<file path="src/rtl/piso_tx_arbiter.sv">
// rtl/piso_tx_arbiter.sv - two-requester round-robin arbiter feeding an MSB-first serial shifter
// Frames are WIDTH bits long and followed by GAP_CYCLES idle cycles; flush aborts the frame on the line.
module piso_tx_arbiter #(
  parameter int WIDTH      = 4,
  parameter int GAP_CYCLES = 2
) (
  input  logic             clk,
  input  logic             rst,
  input  logic [1:0]       req_valid,
  input  logic [WIDTH-1:0] req_data0,
  input  logic [WIDTH-1:0] req_data1,
  output logic [1:0]       req_ready,
  input  logic             flush,
  output logic             ser_out,
  output logic             ser_valid,
  output logic             frame_start,
  output logic             frame_end,
  output logic             grant_id,
  output logic             busy
);

  localparam int CW = (WIDTH > 1) ? $clog2(WIDTH) : 1;
  localparam int GW = (GAP_CYCLES > 0) ? $clog2(GAP_CYCLES + 1) : 1;
  localparam logic [CW-1:0] CNT_TOP = CW'(WIDTH - 1);
  localparam logic [GW-1:0] GAP_TOP = GW'(GAP_CYCLES);

  typedef enum logic [1:0] {
    S_IDLE,
    S_SHIFT,
    S_GAP
  } state_e;

  state_e           state_q, state_d;
  logic [WIDTH-1:0] shift_reg_q, shift_reg_d;
  logic [CW-1:0]    bit_cnt_q, bit_cnt_d;
  logic [GW-1:0]    gap_cnt_q, gap_cnt_d;
  logic             ser_out_q, ser_out_d;
  logic             ser_valid_q, ser_valid_d;
  logic             frame_start_q, frame_start_d;
  logic             frame_end_q, frame_end_d;
  logic             grant_q, grant_d;
  logic             last_grant_q, last_grant_d;

  logic             any_valid;
  logic             grant_sel;
  logic [WIDTH-1:0] grant_word;

  // Round-robin pick: on contention the requester that did not win last time goes next.
  always_comb begin
    any_valid = |req_valid;
    grant_sel = 1'b0;
    case (req_valid)
      2'b01:   grant_sel = 1'b0;
      2'b10:   grant_sel = 1'b1;
      2'b11:   grant_sel = ~last_grant_q;
      default: grant_sel = 1'b0;
    endcase
    grant_word = grant_sel ? req_data1 : req_data0;
  end

  always_comb begin
    req_ready = 2'b00;
    if (state_q == S_IDLE && any_valid) begin
      req_ready = grant_sel ? 2'b10 : 2'b01;
    end
  end

  always_ff @(posedge clk or posedge rst) begin
    if (rst) begin
      state_q       <= S_IDLE;
      shift_reg_q   <= '0;
      bit_cnt_q     <= '0;
      gap_cnt_q     <= '0;
      ser_out_q     <= 1'b0;
      ser_valid_q   <= 1'b0;
      frame_start_q <= 1'b0;
      frame_end_q   <= 1'b0;
      grant_q       <= 1'b0;
      last_grant_q  <= 1'b1;
    end else begin
      state_q       <= state_d;
      shift_reg_q   <= shift_reg_d;
      bit_cnt_q     <= bit_cnt_d;
      gap_cnt_q     <= gap_cnt_d;
      ser_out_q     <= ser_out_d;
      ser_valid_q   <= ser_valid_d;
      frame_start_q <= frame_start_d;
      frame_end_q   <= frame_end_d;
      grant_q       <= grant_d;
      last_grant_q  <= last_grant_d;
    end
  end

  always_comb begin
    state_d       = state_q;
    shift_reg_d   = shift_reg_q;
    bit_cnt_d     = bit_cnt_q;
    gap_cnt_d     = gap_cnt_q;
    ser_out_d     = ser_out_q;
    ser_valid_d   = ser_valid_q;
    frame_start_d = frame_start_q;
    frame_end_d   = frame_end_q;
    grant_d       = grant_q;
    last_grant_d  = last_grant_q;

    case (state_q)
      S_IDLE: begin
        if (any_valid) begin
          shift_reg_d   = grant_word;
          ser_out_d     = grant_word[WIDTH-1];
          ser_valid_d   = 1'b1;
          frame_start_d = 1'b1;
          frame_end_d   = 1'b0;
          grant_d       = grant_sel;
          last_grant_d  = grant_sel;
          bit_cnt_d     = CNT_TOP;
          state_d       = S_SHIFT;
        end
      end

      S_SHIFT: begin
        frame_start_d = 1'b0;
        if (flush) begin
          ser_valid_d = 1'b0;
          ser_out_d   = 1'b0;
          frame_end_d = 1'b0;
          state_d     = S_IDLE;
        end else if (bit_cnt_q == '0) begin
          // bit 0 has been on the line for its cycle; close the frame
          ser_valid_d = 1'b0;
          ser_out_d   = 1'b0;
          frame_end_d = 1'b0;
          gap_cnt_d   = GAP_TOP;
          state_d     = (GAP_CYCLES == 0) ? S_IDLE : S_GAP;
        end else begin
          // the MSB of shift_reg is the bit currently presented
          shift_reg_d = shift_reg_q << 1;
          ser_out_d   = shift_reg_q[WIDTH-2];
          bit_cnt_d   = bit_cnt_q - CW'(1);
          frame_end_d = (bit_cnt_q == CW'(1));
        end
      end

      S_GAP: begin
        if (gap_cnt_q <= GW'(1)) begin
          gap_cnt_d = '0;
          state_d   = S_IDLE;
        end else begin
          gap_cnt_d = gap_cnt_q - GW'(1);
        end
      end

      default: begin
        state_d = S_IDLE;
      end
    endcase
  end

  assign ser_out     = ser_out_q;
  assign ser_valid   = ser_valid_q;
  assign frame_start = frame_start_q;
  assign frame_end   = frame_end_q;
  assign grant_id    = grant_q;
  assign busy        = (state_q != S_IDLE);

  a_ready_onehot: assert property (@(posedge clk) disable iff (rst) $onehot0(req_ready));

  a_start_msb: assert property (@(posedge clk) disable iff (rst)
    frame_start |-> (ser_out == shift_reg_q[WIDTH-1]));

  a_frame_len: assert property (@(posedge clk) disable iff (rst)
    frame_end |-> ($past(frame_start, WIDTH - 1) && ser_valid));

endmodule

</file>
<file path="config.mk">
export PLATFORM = sky130hd
export DESIGN_NAME = piso_tx_arbiter
export DESIGN_NICKNAME = d
export VERILOG_FILES = /design/src/rtl/piso_tx_arbiter.sv
export SDC_FILE = /design/constraint.sdc
export NUM_CORES = 1
export LEC_CHECK = 0
export BUFFER_PORTS_ARGS = -buffer_cell sky130_fd_sc_hd__buf_2
export CAP_MARGIN = 20
export CORE_MARGIN = 3
export CORE_UTILIZATION = 45
export DETAILED_ROUTE_END_ITERATION = 8
export PLACE_DENSITY = 0.7
export RECOVER_POWER = 100
export SLEW_MARGIN = 20
export SYNTH_ARGS = -nofsm -noshare
export SYNTH_HDL_FRONTEND = slang
export SYNTH_SLANG_ARGS = --single-unit
</file>
<file path="constraint.sdc">
create_clock -name clk -period 2.2 [get_ports clk]
set_clock_uncertainty 0.05 [all_clocks]
set_input_delay 0 -clock clk [delete_from_list [all_inputs] [get_ports clk]]
set_output_delay 0 -clock clk [all_outputs]
set_load 0.05 [all_outputs]
</file>
==> flow_summary.ini, run 1 <==
[floorplan]
die_width_um = 48.22
initial_utilization_pct = 50.31
core_area_sq_um = 1594
row_count = 14
die_area_sq_um = 2325
fp.dieH_um = 48.22
pin_count = 21

[hold_path]
worst_hold_path.num_cells = 3
hold_start = flush
hp-class = in2reg
min_to = state_q[1]

[placement]
port_buffers = 20
dp_hpwl_um = 1220
place_congestion = 0.8352
place_inst = 121

[synthesis]
synth.most_common_cell = dfrtp_1
avgSynthCellArea_sq_um = 10.03
yosys.area.top_type = dfrtp_1
syn-num-nets = 95
synth_top_area_share_pct = 43.68
ys_ff_latch = 15
synth_edf_count = 0
synthesis.area_sq_um = 802.0
ys.flop_type = dfrtp_1
yosysSeqAreaShare_pct = 46.96
yosysUniqueCellTypes = 33
synth_top_cells_by_count = 14 x dfrtp_1, 8 x inv_1, 7 x o21ai_0
synth_cells = 80
synth.area.top_cells = dfrtp_1 44%, o21ai_0 4.4%, inv_1 3.7%, dfstp_2 3.3%, ha_1 3.1%
yosysWarnings = 0
async_reset_ff_share_pct = 100.0

[clock_network]
cts_setup_buffers = 0
cts.clk_slew.worst_paths_ns = 0.09
htreeDepth = 1
cts.path.max_buffers = 2
cts_buffers = 3
clock_latency_ns = 0.29
root_buffer = clkbuf_4
clock_sinks = 15
cts_tree = done

[grt]
grt_pass1_wl_um = 2808
antenna_found_initial = 0
gr-total-overflow = 0
grt_max_degree = 16
grt_pass1_vias = 637
track_usage_pct = 17.44

[routing]
viasPerCell = 5.189
first_iter_violations = 17
ant_nets = 0
firstDrtPassIters = 4
wl_per_cell_um = 13.32
num_vias = 685
drc_errors = 0
drt_wl_total_um = 1758

[timing]
period_share_pct = 85.84
setup_viol = 0
hold_violations = 0
tightest_slew_ns = 0.6251
period_needed_ns = 1.889
rsz0062_at_grt = false
holdWs_ns = 0.05031
final-max-slew-violation-count = 0
fmax_ghz = 0.5295
relSlewSlack_pct = 57.89
fin_setup_tns_ns = 0

[worst_setup_path]
worst_ep_arrival_time_ns = 1.84
critPathSlowestCell = dfrtp_1
cp-end-kind = output pin
crit_top_cell = nor2_1
timing.rr.start = state_q[0]
worstPathRequired_ns = 2.15
worstSetupStartpointType = flip-flop
r2r_end = bit_cnt_q[1]
crit_fanout = 13
rr_worst_depth = 3
path_class = reg2out
crit_chain = nor2_1 -> o21ai_0 -> nor2_1 -> clkbuf_2
max_stage_delay_ns = 0.51
r2r_slack_ns = 0.39

[finish]
multiInputGateArea_sq_um = 356.6
nets = 124
final_cells = 132
n_antenna_cell = 0
fin_util_pct = 61.62
syn_to_final_growth_pct = 22.46
fillers = 141
seq_area_sq_um = 376.6
drive_gt1_share_pct = 21.30

[power]
p_clk_share_pct = 11.7
power_density_nw_per_um2 = 1405
ir_drop_uv = 899.8
share_comb_of_total_power_pct = 52.6
p_sw_share_pct = 48.46
p_total_mw = 1.380
seqPwrFrac_pct = 35.7
internal_power_mw = 0.7115
p_sw_mw = 0.6690
leakage_nw = 0.4594

[run]
drv_cap = 0

[outcome]
status = complete, no violations
==> flip-flops by register name, indices dropped and copies added (netlist names) <==
register,flops
grant_id,1
bit_cnt_q,2
shift_reg_q,3
state_q,2
last_grant_q,1
ser_valid,1
gap_cnt_q,2
frame_end,1
frame_start,1
ser_out,1
==> layout make-up <==
class	instances	area share (%)
tap	24	3.057
timing repair buffer	27	16.43
sequential	15	38.34
multi-input combinational	54	36.31
clock inverter	1	0.5096
clock buffer	3	2.293
inverter	8	3.057
==> repair_timing <==
| action | in CTS | in global routing |
|---|---|---|
| resized for setup | 0 | 0 |
| hold endpoints to repair | 17 | 0 |
| hold buffers | 7 | 0 |
==> power groups by stage <==
stage	clock, mW	sequential [mW]	combinational, mW
floorplan	0	0.602	0.491
global placement	0	0.486	0.729
detailed placement	0	0.497	0.733
CTS	0.167	0.491	0.770
global route	0.179	0.508	0.792
finish	0.162	0.492	0.727
==> worst max-delay path by stage <==
stage,endpoint,start,slack [ns]
4_1_cts,req_ready[0],state_q[0],0.33
3_5_place_dp,bit_cnt_q[1],bit_cnt_q[0],0.47
2_1_floorplan,grant_id,state_q[0],0.21
6_report,req_ready[0],state_q[0],0.31
5_1_grt,req_ready[0],state_q[0],0.20
3_3_place_gp,bit_cnt_q[1],bit_cnt_q[0],0.52
==> cells by family after synthesis <==
| group | Yosys count | synth area share [%] |
|---|---|---|
| mux | 3 | 4.524 |
| fa+ha+maj | 2 | 3.120 |
| buf+inv | 11 | 7.020 |
| simple gates | 29 | 22.15 |
| flops | 15 | 46.96 |
| compound gates | 20 | 16.23 |
==> per-layer routing <==
metal | wire (um) | track usage [%]
met1 | 844 | 22.83
met2 | 802 | 28.39
met3 | 88 | 3.321
met4 | 22 | 6.452
met5 | 0 | 0
==> placed cells by master, fill, tap and decap left out, types with 2 or more instances in the layout <==
| cell | count |
|---|---|
| a21oi_1 | 3 |
| a31oi_1 | 2 |
| buf_2 | 12 |
| clkbuf_1 | 7 |
| clkbuf_4 | 3 |
| dfrtp_1 | 14 |
| dlygate4sd3_1 | 7 |
| ha_1 | 2 |
| inv_1 | 8 |
| nand2_1 | 4 |
| nand3_1 | 3 |
| nand3b_1 | 2 |
| nand4_1 | 2 |
| nor2_1 | 4 |
| nor3_1 | 4 |
| nor3b_1 | 2 |
| o21ai_0 | 7 |
| o32ai_1 | 2 |
| or3b_2 | 2 |
==> per-stage QoR <==
stage / setup WS, ns / instance area [sq um]
2_1_floorplan: 0.2134 / 802.0
3_3_place_gp: 0.5192 / 905.9
3_5_place_dp: 0.4677 / 905.9
4_1_cts: 0.3285 / 1003
5_1_grt: 0.2026 / 982.2
6_report: 0.3115 / 982.2
==> critical path: cells and delay by family, from the launching register on <==
kind / cells / cell delay [ns]
DFF: 1 / 0.51
and+or+nand+nor: 2 / 0.45
AOI/OAI and AO/OA: 1 / 0.30
buffers and inverters: 1 / 0.29
(Power assumes the default switching activity.)
==> run 2: changes to the inputs <==
SETUP_SLACK_MARGIN = 0.5   (was unset)
clock period = 2.3 ns   (was 2.2 ns; I/O delays follow)
==> flow_summary.ini, run 2 (synthesis gave the netlist of run 1 again) <==
[floorplan]
fp.dieH_um = 48.22
initial_utilization_pct = 50.31
die_area_sq_um = 2325
pin_count = 21
row_count = 14
die_width_um = 48.22
core_area_sq_um = 1594

[clock_network]
root_buffer = clkbuf_4
cts.clk_slew.worst_paths_ns = 0.09
htreeDepth = 1
cts_buffers = 3
cts.path.max_buffers = 2
clock_sinks = 15
cts_setup_buffers = 0
cts_tree = done
clock_latency_ns = 0.28

[timing]
setup_viol = 0
rsz0062_at_grt = false
hold_violations = 0
tightest_slew_ns = 0.6783
relSlewSlack_pct = 54.30
fmax_ghz = 0.5248
fin_setup_tns_ns = 0
setup_slack_ns = 0.3947
period_needed_ns = 1.905
period_share_pct = 82.84
final-max-slew-violation-count = 0

[routing]
viasPerCell = 5.129
firstDrtPassIters = 4
drt_wl_total_um = 1769
drc_errors = 0
wl_per_cell_um = 13.40
num_vias = 677
first_iter_violations = 7
ant_nets = 0

[placement]
port_buffers = 20
dp_hpwl_um = 1250
pre_cts_slack_ns = 0.5550
place_congestion = 0.8045

[worst_setup_path]
crit_top_cell = nor2_1
worstPathRequired_ns = 2.25
cp-end-kind = output pin
crit_chain = nor2_1 -> o21ai_0 -> nor2_1 -> clkbuf_2
max_stage_delay_ns = 0.50
crit_fanout = 13
rr_worst_depth = 3
path_class = reg2out
r2r_end = bit_cnt_q[1]
timing.rr.start = state_q[0]
worst_ep_arrival_time_ns = 1.86
worstSetupStartpointType = flip-flop
r2r_slack_ns = 0.52
critPathSlowestCell = dfrtp_1

[hold_path]
worst_hold_path.num_cells = 3
min_to = state_q[1]
hold_start = flush
hp-class = in2reg

[finish]
fillers = 161
multiInputGateArea_sq_um = 359.1
seq_area_sq_um = 376.6
drive_gt1_share_pct = 22.22
top_register = shift_reg_q
syn_to_final_growth_pct = 22.62
layout_common_cells = 14 x dfrtp_1, 12 x buf_2, 8 x inv_1, 8 x clkbuf_1, 7 x dlygate4sd3_1
fin_util_pct = 61.70
largest_reg_flops = 3
final_common_cell = dfrtp_1
n_antenna_cell = 0
nets = 124

[grt]
gr-total-overflow = 0
grt_pass1_vias = 639
antenna_found_initial = 0
grt_max_degree = 16
track_usage_pct = 17.47
grt_pass1_wl_um = 2780

[power]
ir_drop_uv = 759.4
power_density_nw_per_um2 = 1342
p_total_mw = 1.319
leakage_nw = 0.4542

[outcome]
status = complete, no violations

[run]
drv_cap = 0
==> run 2: cell type report <==
| cell class | count | area share, % |
|---|---|---|
| clock buffer | 4 | 2.672 |
| inverter | 8 | 3.053 |
| multi-input combinational | 54 | 36.51 |
| sequential | 15 | 38.30 |
| tap | 24 | 3.053 |
| timing repair buffer | 27 | 16.41 |
==> run 2: report_power, final <==
group	switching [mW]	leakage, nW	internal (mW)	total, mW
Clock	0.0817	0.0150	0.0673	0.149
Sequential	0.0874	0.177	0.382	0.470
Combinational	0.466	0.262	0.234	0.701
==> run 2: worst max path at each step <==
stage	from	to	slack (ns)	cells past startpoint
CTS	state_q[0]	req_ready[0]	0.52	4
detailed placement	bit_cnt_q[0]	bit_cnt_q[1]	0.55	5
global route	state_q[0]	req_ready[0]	0.28	4
finish	state_q[0]	req_ready[0]	0.39	4
global placement	bit_cnt_q[0]	bit_cnt_q[1]	0.63	5
floorplan	state_q[0]	grant_id	0.55	5
==> run 2: worst max-delay path: cells and delay by family, from the launching register on <==
kind | cells | cell delay, ns
AOI/OAI and AO/OA | 1 | 0.33
buffers and inverters | 1 | 0.29
DFF | 1 | 0.50
and+or+nand+nor | 2 | 0.46
==> run 2: through the flow <==
| step | std cells | hold slack [ns] | area [sq um] |
|---|---|---|---|
| after floorplan | 80 | -0.1492 | 804.5 |
| after global placement | 121 | 0.03100 | 908.4 |
| after detailed placement | 121 | 0.04251 | 908.4 |
| after CTS | 132 | 0.05773 | 1005 |
| after global routing | 132 | 0.09876 | 983.4 |
| final | 132 | 0.07269 | 983.4 |
==> run 2: repair_timing <==
item                       4_1_cts  5_1_grt
resized for setup                1        3
pin swaps                        0        0
hold buffers                     7        0
hold endpoints to repair        17        0
setup endpoints to repair        1        3
==> run 2: per-layer routing <==
metal  part of all wire (%)  global-route usage, %  vias to the layer above
met4                      0                  3.226                        0
li1                       -                      -                      342
met2                     50                  30.21                       19
met1                     46                  21.32                      316
met3                    4.2                  5.535                        0
met5                      0                      0                        -
==> run 3: changes to the inputs <==
ABC_AREA = 1   (was unset)
CORE_UTILIZATION = 44   (was 45)
PLACE_DENSITY = 0.72   (was 0.7)
clock period = 1.7 ns   (was 2.3 ns; I/O delays follow)
==> flow_summary.ini, run 3 <==
[clock_network]
clock_latency_ns = 0.29
cts_buffers = 3
cts.path.max_buffers = 2
root_buffer = clkbuf_4
cts.clk_slew.worst_paths_ns = 0.09
htreeDepth = 1
clock_sinks = 15
cts_tree = done

[worst_setup_path]
worst_ep_arrival_time_ns = 1.40
crit_chain = inv_1 -> nand2_4 -> nor2_1 -> inv_4 -> a21oi_4 -> buf_6
r2r_end = ser_out
crit_fanout = 2
cp-startpoint = state_q[1]
cp_top_family = flip-flops
path_class = reg2out
cp-end-kind = output pin
max_stage_delay_ns = 0.39
critPathSlowestCell = dfrtp_1
worst-path-buf-inv = 3
timing.rr.start = state_q[0]
rr_worst_depth = 7
worstSetupStartpointType = flip-flop
worstPathRequired_ns = 1.65
r2r_slack_ns = 0.26

[finish]
drive_gt1_share_pct = 34.09
largest_reg_flops = 3
layout_common_cells = 29 x nand2_1, 14 x dfrtp_1, 12 x buf_2
final_common_cell = nand2_1
nets = 148
stdcell_area_sq_um = 1084
top_register = shift_reg_q
n_antenna_cell = 0
syn_to_final_growth_pct = 41.97

[floorplan]
core_area_sq_um = 1577
row_count = 14
pin_count = 21
die_width_um = 47.65
initial_utilization_pct = 48.41
die_area_sq_um = 2271
fp.dieH_um = 47.65

[routing]
viasPerCell = 5.007
first_iter_violations = 20
highest_layer = met4
drc_errors = 0
firstDrtPassIters = 4
ant_nets = 0
dr_wl_met2_um = 1012
drt_wl_total_um = 1901
wl_met1_um = 765
dr_wl_met3_um = 102
num_vias = 741
wl_per_cell_um = 12.84

[synthesis]
avgSynthCellArea_sq_um = 8.207
synth_top_cells_by_count = 31 x nand2_1, 14 x dfrtp_1, 11 x nand3_1, 9 x inv_1, 5 x nor2_1
synth_cells = 93
yosysSeqAreaShare_pct = 49.34
synth.most_common_cell = nand2_1
syn-num-nets = 108
ys_ff_latch = 15
synthesis.area_sq_um = 763.2
synth_edf_count = 0
yosysUniqueCellTypes = 20
yosysWarnings = 0
ys.flop_type = dfrtp_1
yosys.area.top_type = dfrtp_1
synth.area.top_cells = dfrtp_1 46%, nand2_1 15%, nand3_1 7.2%, inv_1 4.4%, dfstp_2 3.4%
async_reset_ff_share_pct = 100.0
synth_top_area_share_pct = 45.90

[grt]
antenna_found_initial = 0
gr-total-overflow = 0
grt_pass1_vias = 708
grt_pass1_wl_um = 2863
grt_max_degree = 16
track_usage_pct = 17.94

[power]
ir_drop_uv = 1236
power_density_nw_per_um2 = 1946
leakage_nw = 0.5859
p_total_mw = 2.109

[timing]
final-max-slew-violation-count = 0
fin_setup_tns_ns = 0
hold_violations = 0
holdWs_ns = 0.03893
period_share_pct = 85.53
fmax_ghz = 0.6877
period_needed_ns = 1.454
setup_viol = 0
relSlewSlack_pct = 60.40
rsz0062_at_grt = true
tightest_slew_ns = 0.5966

[hold_path]
hold_start = req_data1[2]
hp-class = in2reg
min_to = shift_reg_q[2]
worst_hold_path.num_cells = 5

[outcome]
status = complete, no violations

[placement]
dpl-instance-area_sq_um = 922.1
place_congestion = 0.7174
dp_hpwl_um = 1175
port_buffers = 20

[run]
drv_cap = 0
[run 3: changes by cell type in the layout (fill, tap and decap cells not counted), moves of 3 or more]
| cell | delta |
|---|---|
| nand2_1 | +25 |
| o21ai_0 | -4 |
| nor3_1 | -4 |
| inv_2 | +3 |
| buf_4 | +8 |
| nand3_1 | +8 |
| nand2_4 | +4 |
[run 3: layer usage]
layer  GRT usage (%)  vias to the layer above
met5               0                        -
met4           4.301                        0
met3           5.639                        4
met2           32.09                       27
met1           20.79                      342
li1                -                      368
[run 3: through the flow]
stage	std cells	utilization (%)	worst slack, ns
4_1_cts	145	67.86	0.3547
2_1_floorplan	93	-	0.5059
6_report	148	68.73	0.2460
5_1_grt	148	68.73	0.1519
3_5_place_dp	129	58.49	0.4245
3_3_place_gp	129	58.49	0.4487
[run 3: how the worst max path moves through the flow]
stage | slack (ns) | to | cells past startpoint
4_1_cts | 0.35 | req_ready[0] | 6
3_5_place_dp | 0.42 | shift_reg_q[1] | 8
6_report | 0.25 | req_ready[0] | 6
5_1_grt | 0.15 | req_ready[0] | 6
3_3_place_gp | 0.45 | shift_reg_q[2] | 8
2_1_floorplan | 0.51 | req_ready[0] | 5
[run 3: layout make-up]
class / instances / area (sq um)
fillers: 121 / 493.0
flip-flops and latches: 15 / 376.6
multi-input cells: 64 / 366.6
repair buffers: 35 / 236.5
inverters: 14 / 57.56
clock buffers: 4 / 26.28
well taps: 16 / 20.02
[run 3: cell families after synthesis]
kind of cell / count (synthesis) / synth area share [%]
simple gates: 54 / 33.77
buf+inv: 14 / 7.540
compound gates: 8 / 6.065
fa+ha+maj: 2 / 3.278
flops: 15 / 49.35
[run 3: worst register-to-register path: stages (launching register included)]
cell	delay, ns
dfrtp_1	0.40
clkbuf_4	0.13
nand2_1	0.25
inv_2	0.13
nor2_1	0.21
inv_1	0.06
nand2_1	0.06
nand2_1	0.04
[run 3: repair_timing]
action | 4_1_cts | 5_1_grt
gates resized for setup | 6 | 11
pin swaps | 4 | 4
endpoints found under the setup margin | 9 | 14
buffers inserted | 7 | 3
hold buffers | 5 | 0
hold endpoints to repair | 18 | 0
[run 3: where the power goes]
| group | switching [mW] | leakage, nW | internal (mW) | total, mW |
|---|---|---|---|---|
| clock network | 0.120 | 0.0150 | 0.0913 | 0.211 |
| logic | 0.848 | 0.392 | 0.426 | 1.27 |
| registers | 0.0909 | 0.178 | 0.533 | 0.624 |
| total | 1.06 | 0.586 | 1.05 | 2.11 |
